### config.mk
export PLATFORM = sky130hd
export DESIGN_NAME = clk_div_seq
export DESIGN_NICKNAME = d
export VERILOG_FILES = /design/src/rtl/clk_div_seq_pkg.sv /design/src/rtl/clk_seq_timer.sv /design/src/rtl/clk_div_seq.sv
export SDC_FILE = /design/constraint.sdc
export NUM_CORES = 1
export LEC_CHECK = 0
export CAP_MARGIN = 20
export CORE_UTILIZATION = 40
export CTS_CLUSTER_SIZE = 25
export DETAILED_ROUTE_END_ITERATION = 16
export GPL_TIMING_DRIVEN = 0
export PLACE_DENSITY_LB_ADDON = 0.08
export SLEW_MARGIN = 20
export SYNTH_ARGS = -nofsm -noshare
export SYNTH_HDL_FRONTEND = slang
export SYNTH_HIERARCHICAL = 1
export SYNTH_SLANG_ARGS = --single-unit
### constraint.sdc
create_clock -name clki -period 3.4 [get_ports clki]
set_input_delay 1.02 -clock clki [delete_from_list [all_inputs] [get_ports clki]]
set_output_delay 1.02 -clock clki [all_outputs]
set_load 0.1 [all_outputs]
### src/rtl/clk_div_seq_pkg.sv
// Shared definitions for the clock-divider reconfiguration sequencer.
// The divide-select codes are also used by the register file and the divider itself.
package clk_div_seq_pkg;

  typedef enum logic [2:0] {
    ST_IDLE    = 3'd0,
    ST_QUIESCE = 3'd1,
    ST_STEP    = 3'd2,
    ST_SETTLE  = 3'd3,
    ST_FINISH  = 3'd4
  } seq_state_e;

  localparam logic [1:0] DIV_2  = 2'b00;
  localparam logic [1:0] DIV_4  = 2'b01;
  localparam logic [1:0] DIV_8  = 2'b10;
  localparam logic [1:0] DIV_16 = 2'b11;

  localparam logic [1:0] DIV_SEL_RST = DIV_2;
  localparam logic       DIV_EN_RST  = 1'b0;

  // The counter only ever holds cycles-1, so log2 of the larger wait is enough.
  function automatic int cnt_width(input int hold_cycles, input int settle_cycles);
    int m;
    m = (hold_cycles > settle_cycles) ? hold_cycles : settle_cycles;
    return (m < 2) ? 1 : $clog2(m);
  endfunction

endpackage

### src/rtl/clk_seq_timer.sv
// Loadable down-counter with zero flag; shared by the quiesce and settle waits.
// Decrement saturates at zero so a stray dec can never wrap into a long wait.
module clk_seq_timer #(
  parameter int WIDTH = 6
) (
  input  logic             clki,
  input  logic             rst,
  input  logic             load,
  input  logic [WIDTH-1:0] load_val,
  input  logic             dec,
  output logic             zero
);

  logic [WIDTH-1:0] cnt_d, cnt_q;

  always_comb begin
    cnt_d = cnt_q;
    if (load) begin
      cnt_d = load_val;
    end else if (dec && (cnt_q != '0)) begin
      cnt_d = cnt_q - WIDTH'(1);
    end
  end

  always_ff @(posedge clki) begin
    if (rst) begin
      cnt_q <= '0;
    end else begin
      cnt_q <= cnt_d;
    end
  end

  assign zero = (cnt_q == '0);

endmodule

### src/rtl/clk_div_seq.sv
// Glitch-safe divider reconfiguration: changes div_en/div_sel one field at a time,
// waiting a settle interval after each change while hold quiesces downstream logic.
module clk_div_seq
  import clk_div_seq_pkg::*;
#(
  parameter int HOLD_CYCLES   = 4,
  parameter int SETTLE_CYCLES = 64
) (
  input  logic       clki,
  input  logic       rst,
  input  logic       req_valid,
  input  logic [1:0] req_sel,
  input  logic       req_en,
  output logic       req_ready,
  output logic       done,
  output logic       busy,
  output logic       hold,
  output logic [1:0] div_sel,
  output logic       div_en
);

  localparam int            CW          = cnt_width(HOLD_CYCLES, SETTLE_CYCLES);
  localparam logic [CW-1:0] HOLD_LOAD   = CW'(HOLD_CYCLES - 1);
  localparam logic [CW-1:0] SETTLE_LOAD = CW'(SETTLE_CYCLES - 1);

  seq_state_e    state_d, state_q;
  logic [1:0]    tgt_sel_d, tgt_sel_q;
  logic          tgt_en_d, tgt_en_q;
  logic [1:0]    div_sel_d, div_sel_q;
  logic          div_en_d, div_en_q;
  logic          hold_d, hold_q;
  logic          done_d, done_q;
  logic          tmr_load, tmr_dec, tmr_zero;
  logic [CW-1:0] tmr_load_val;

  always_comb begin
    state_d      = state_q;
    tgt_sel_d    = tgt_sel_q;
    tgt_en_d     = tgt_en_q;
    div_sel_d    = div_sel_q;
    div_en_d     = div_en_q;
    hold_d       = hold_q;
    done_d       = 1'b0;
    tmr_load     = 1'b0;
    tmr_load_val = '0;

    unique case (state_q)
      ST_IDLE: begin
        if (req_valid) begin
          tgt_sel_d = req_sel;
          tgt_en_d  = req_en;
          if ((req_sel == div_sel_q) && (req_en == div_en_q)) begin
            state_d = ST_FINISH;
            done_d  = 1'b1;
          end else begin
            state_d      = ST_QUIESCE;
            hold_d       = 1'b1;
            tmr_load     = 1'b1;
            tmr_load_val = HOLD_LOAD;
          end
        end
      end
      ST_QUIESCE: begin
        if (tmr_zero) state_d = ST_STEP;
      end
      ST_STEP: begin
        state_d      = ST_SETTLE;
        tmr_load     = 1'b1;
        tmr_load_val = SETTLE_LOAD;
        // The select may only move while the divider path is bypassed.
        if (div_en_q && (div_sel_q != tgt_sel_q)) begin
          div_en_d = 1'b0;
        end else if (div_sel_q != tgt_sel_q) begin
          div_sel_d = tgt_sel_q;
        end else if (div_en_q != tgt_en_q) begin
          div_en_d = tgt_en_q;
        end else begin
          state_d  = ST_FINISH;
          tmr_load = 1'b0;
          hold_d   = 1'b0;
          done_d   = 1'b1;
        end
      end
      ST_SETTLE: begin
        if (tmr_zero) state_d = ST_STEP;
      end
      ST_FINISH: begin
        state_d = ST_IDLE;
      end
      default: begin
        state_d = ST_IDLE;
      end
    endcase
  end

  always_ff @(posedge clki) begin
    if (rst) begin
      state_q   <= ST_IDLE;
      tgt_sel_q <= DIV_SEL_RST;
      tgt_en_q  <= DIV_EN_RST;
      div_sel_q <= DIV_SEL_RST;
      div_en_q  <= DIV_EN_RST;
      hold_q    <= 1'b0;
      done_q    <= 1'b0;
    end else begin
      state_q   <= state_d;
      tgt_sel_q <= tgt_sel_d;
      tgt_en_q  <= tgt_en_d;
      div_sel_q <= div_sel_d;
      div_en_q  <= div_en_d;
      hold_q    <= hold_d;
      done_q    <= done_d;
    end
  end

  assign tmr_dec = (state_q == ST_QUIESCE) || (state_q == ST_SETTLE);

  clk_seq_timer #(
    .WIDTH (CW)
  ) u_timer (
    .clki     (clki),
    .rst      (rst),
    .load     (tmr_load),
    .load_val (tmr_load_val),
    .dec      (tmr_dec),
    .zero     (tmr_zero)
  );

  assign req_ready = (state_q == ST_IDLE);
  assign busy      = (state_q != ST_IDLE);
  assign hold      = hold_q;
  assign done      = done_q;
  assign div_sel   = div_sel_q;
  assign div_en    = div_en_q;

endmodule

==> impl_results.md <==
* Sequential fraction of the synthesis area at between 30 and 40%
* Power share of the combinational group at 54.2%
* DRC at 0
* Syn nets at between 100 and 150
* Area Overhead vs Synth at 21.0%
* NumNets Final at 127
* Hold_buf cts at 0
* Die Ht at 49.7 um
* First-pass GRT wire length at around 3000 um
* Async SR Flop Fraction at 0%
* ANT nets after route at 0
* RD Place Congestion at 0.772
* Synth top area share at between 30% and 40%
* Post-Syn Area at between 900 and 1000 sq um
* Post-CTS sizing at 0
* IO Pins at 13
* Least-Margin Pin Slew at 962 ps
* CP startpoint kind: register
* Die X at 49.7 um
* Largest net degree at the start of global routing at 11
* Drt initial violations at 10
* Dominant cells by area after synthesis: dfxtp_1, xor2_1, nor2_1
* Core region area at approximately 2000 sq um
* Total CTS buffers at 3
* I/O Buffers at 12
* Post-route cell area at ~1100 sq um
* Worst EP required at about 2400 ps
* Tmin final at 3090 ps
* Worst IR Drop VDD at 0.447 mV
* Main combinational cell family by area after synthesis: simple AND/OR/NAND/NOR gates
* Internal cell power at 0.469 mW
* Setup slack, reg-to-reg at about 1400 ps
* Final TNS setup at 0 ps
* Sequential share of power at 34.1%
* Synth cell count leaders: dfxtp_1, nor2_1, inv_1
* Initial antenna violation count at 0
* Share of layout cells above drive strength 1 at roughly 11%
* Hpwl dp at 1340 um
* CP max stage delay at between 1000 and 1500 ps
* # rows at 16
* Clock skew at 2.42 ps
* CP max stage cell: clkdlybuf4s50_1
* Post-synthesis mux area share at 4.40%
* Switch share at 47.8%
* Post-synth EDFFs at 0
* Max FO, Critical Path at 7
* Clk pwr share at 11.7%
* Initial Util at 44.6%
* Clock-pin slew on the worst setup and hold paths at 90 ps
* Detailed Routing Iterations Pass 1 at 2
* GRT Total Usage at between 10% and 20%
* Post-synthesis xor/xnor area fraction at 7.69%
* Wirelength, routed at 1740 um
* Area of the multi-input gates at 526 sq um
* Area after DPL at 1080 sq um
* Switch Pwr at 0.430 mW
* CP top delay family: buffers and inverters
* Adder-cell share of the synthesized area at between 2 and 3%
* Root buffer cell: clkbuf_4
* Endpoints failing hold at 0
* Fmax at 324 MHz
* Clock sink total at 17
* Synth Flop Type: dfxtp_1
* Mean Syn Cell Area at 8.93 sq um
* Register bit total from synthesis at 17
* Max-Cap Viols at 0
* Count leader, synth: dfxtp_1
* Postcts setup bufs at 0
* Diode count at 0
* Final period util at 90.8%
* Hold WC Path Type: register to register
* Post-synth top area cell: dfxtp_1
* Final Setup Violations at 0
* GRT Residual Overflow at 0
* DR vias at 770
* Vias/cell at 5.31
* Routed len/inst at about 12 um
* Longest Clk Path Bufs at 2
* Vias in the first global route at 709
* Crit path buf inv count at 1
* YS warnings at 6
* Register area at 340 sq um
* Slew Viols, Final at 0
* CTS tree: yes
* Slew headroom at between 30% and 40%
* Cells after synthesis at 102
* Filler cell count at around 200
* Simple-gate share of the synthesized area at 23.9%
* Synth Area in Compound Gates at between 10% and 20%
* Worst Setup Path Type: register to output port
* LEAKAGE at 0.438 nW
* Worst setup EP type: output port
* Worst EP arrival at about 2100 ps
* PwrDens at 816 nW/um^2
* Die area at 2470 sq um
* Unrepaired setup endpoints after global routing: no
* H-tree depth at 1
* Clock latency on the worst-skew pair at 280 ps
* Distinct cells, synth at 34
* Critical path cell sequence: nor3_4 > clkdlybuf4s50_1
* Status: complete, no violations
==> final cells by class <==
class                   instances  share of cell area (%)
plain buffers                   3                    1.70
clock buffers                   4                    2.38
inverters                      10                    3.41
multi-input cells              72                    47.7
flip-flops and latches         17                    30.9
well taps                      27                    3.06
repair buffers                 12                    10.9
==> path summary, 6_finish.rpt <==
kind / start / to / cells after the start
hold reg to reg: hold / hold / 2
hold / removal: hold / hold / 2
setup / recovery: state_q[2] / req_ready / 2
setup reg to reg: state_q[0] / u_timer/cnt_q[5] / 5
==> cell usage in the layout, fill, tap and decap left out, types with 2 or more instances in the layout <==
cell / instances
a211oi_1: 4
a21oi_1: 5
clkbuf_4: 3
clkdlybuf4s50_1: 12
dfxtp_1: 17
ha_1: 2
inv_1: 10
mux2i_1: 4
nand2_1: 5
nor2_1: 11
nor3_1: 6
nor4_1: 4
o21ai_0: 2
o21ai_1: 2
or4b_4: 2
xnor2_1: 2
xor2_1: 6
==> worst register-to-register path: cells and delay by family (launching register included) <==
family	cells	cell delay (ps)
flip-flops	1	540
multiplexers	1	230
AO/OA/AOI/OAI	1	90
AND/OR/NAND/NOR	3	1060
==> registers in the layout, summed over array words and instances (netlist names) <==
name	flops
state_q	3
u_timer/cnt_q	6
done	1
tgt_sel_q	2
div_en	1
hold	1
div_sel	2
tgt_en_q	1
==> cell families after synthesis <==
family          count (synthesis)
mux                             4
xor+xnor                        8
buf+inv                        13
fa+ha+maj                       2
flops                          17
simple gates                   35
compound gates                 23
==> metrics by stage <==
step	utilization [%]	setup slack, ps	instances	hold WS [ps]	power [mW]
floorplan	-	459	102	456	0.698
global placement	52.7	379	141	466	0.789
detailed placement	52.7	359	141	474	0.798
CTS	54.0	299	145	494	0.904
global route	54.0	225	145	519	0.963
finish	54.0	313	145	486	0.900
==> layer usage <==
metal  routed length (um)  global-route usage [%]
met1                  929                    22.7
met2                  747                    24.1
met3                   53                    4.01
met4                   10                    4.76
met5                    0                       0
==> power by group through the flow <==
stage,sequential (mW),combinational (mW),clock (mW)
global placement,0.307,0.482,0
finish,0.307,0.488,0.105
detailed placement,0.311,0.487,0
floorplan,0.334,0.364,0
global route,0.313,0.534,0.116
CTS,0.305,0.490,0.109
No activity file was read; power rests on OpenSTA's default activity.
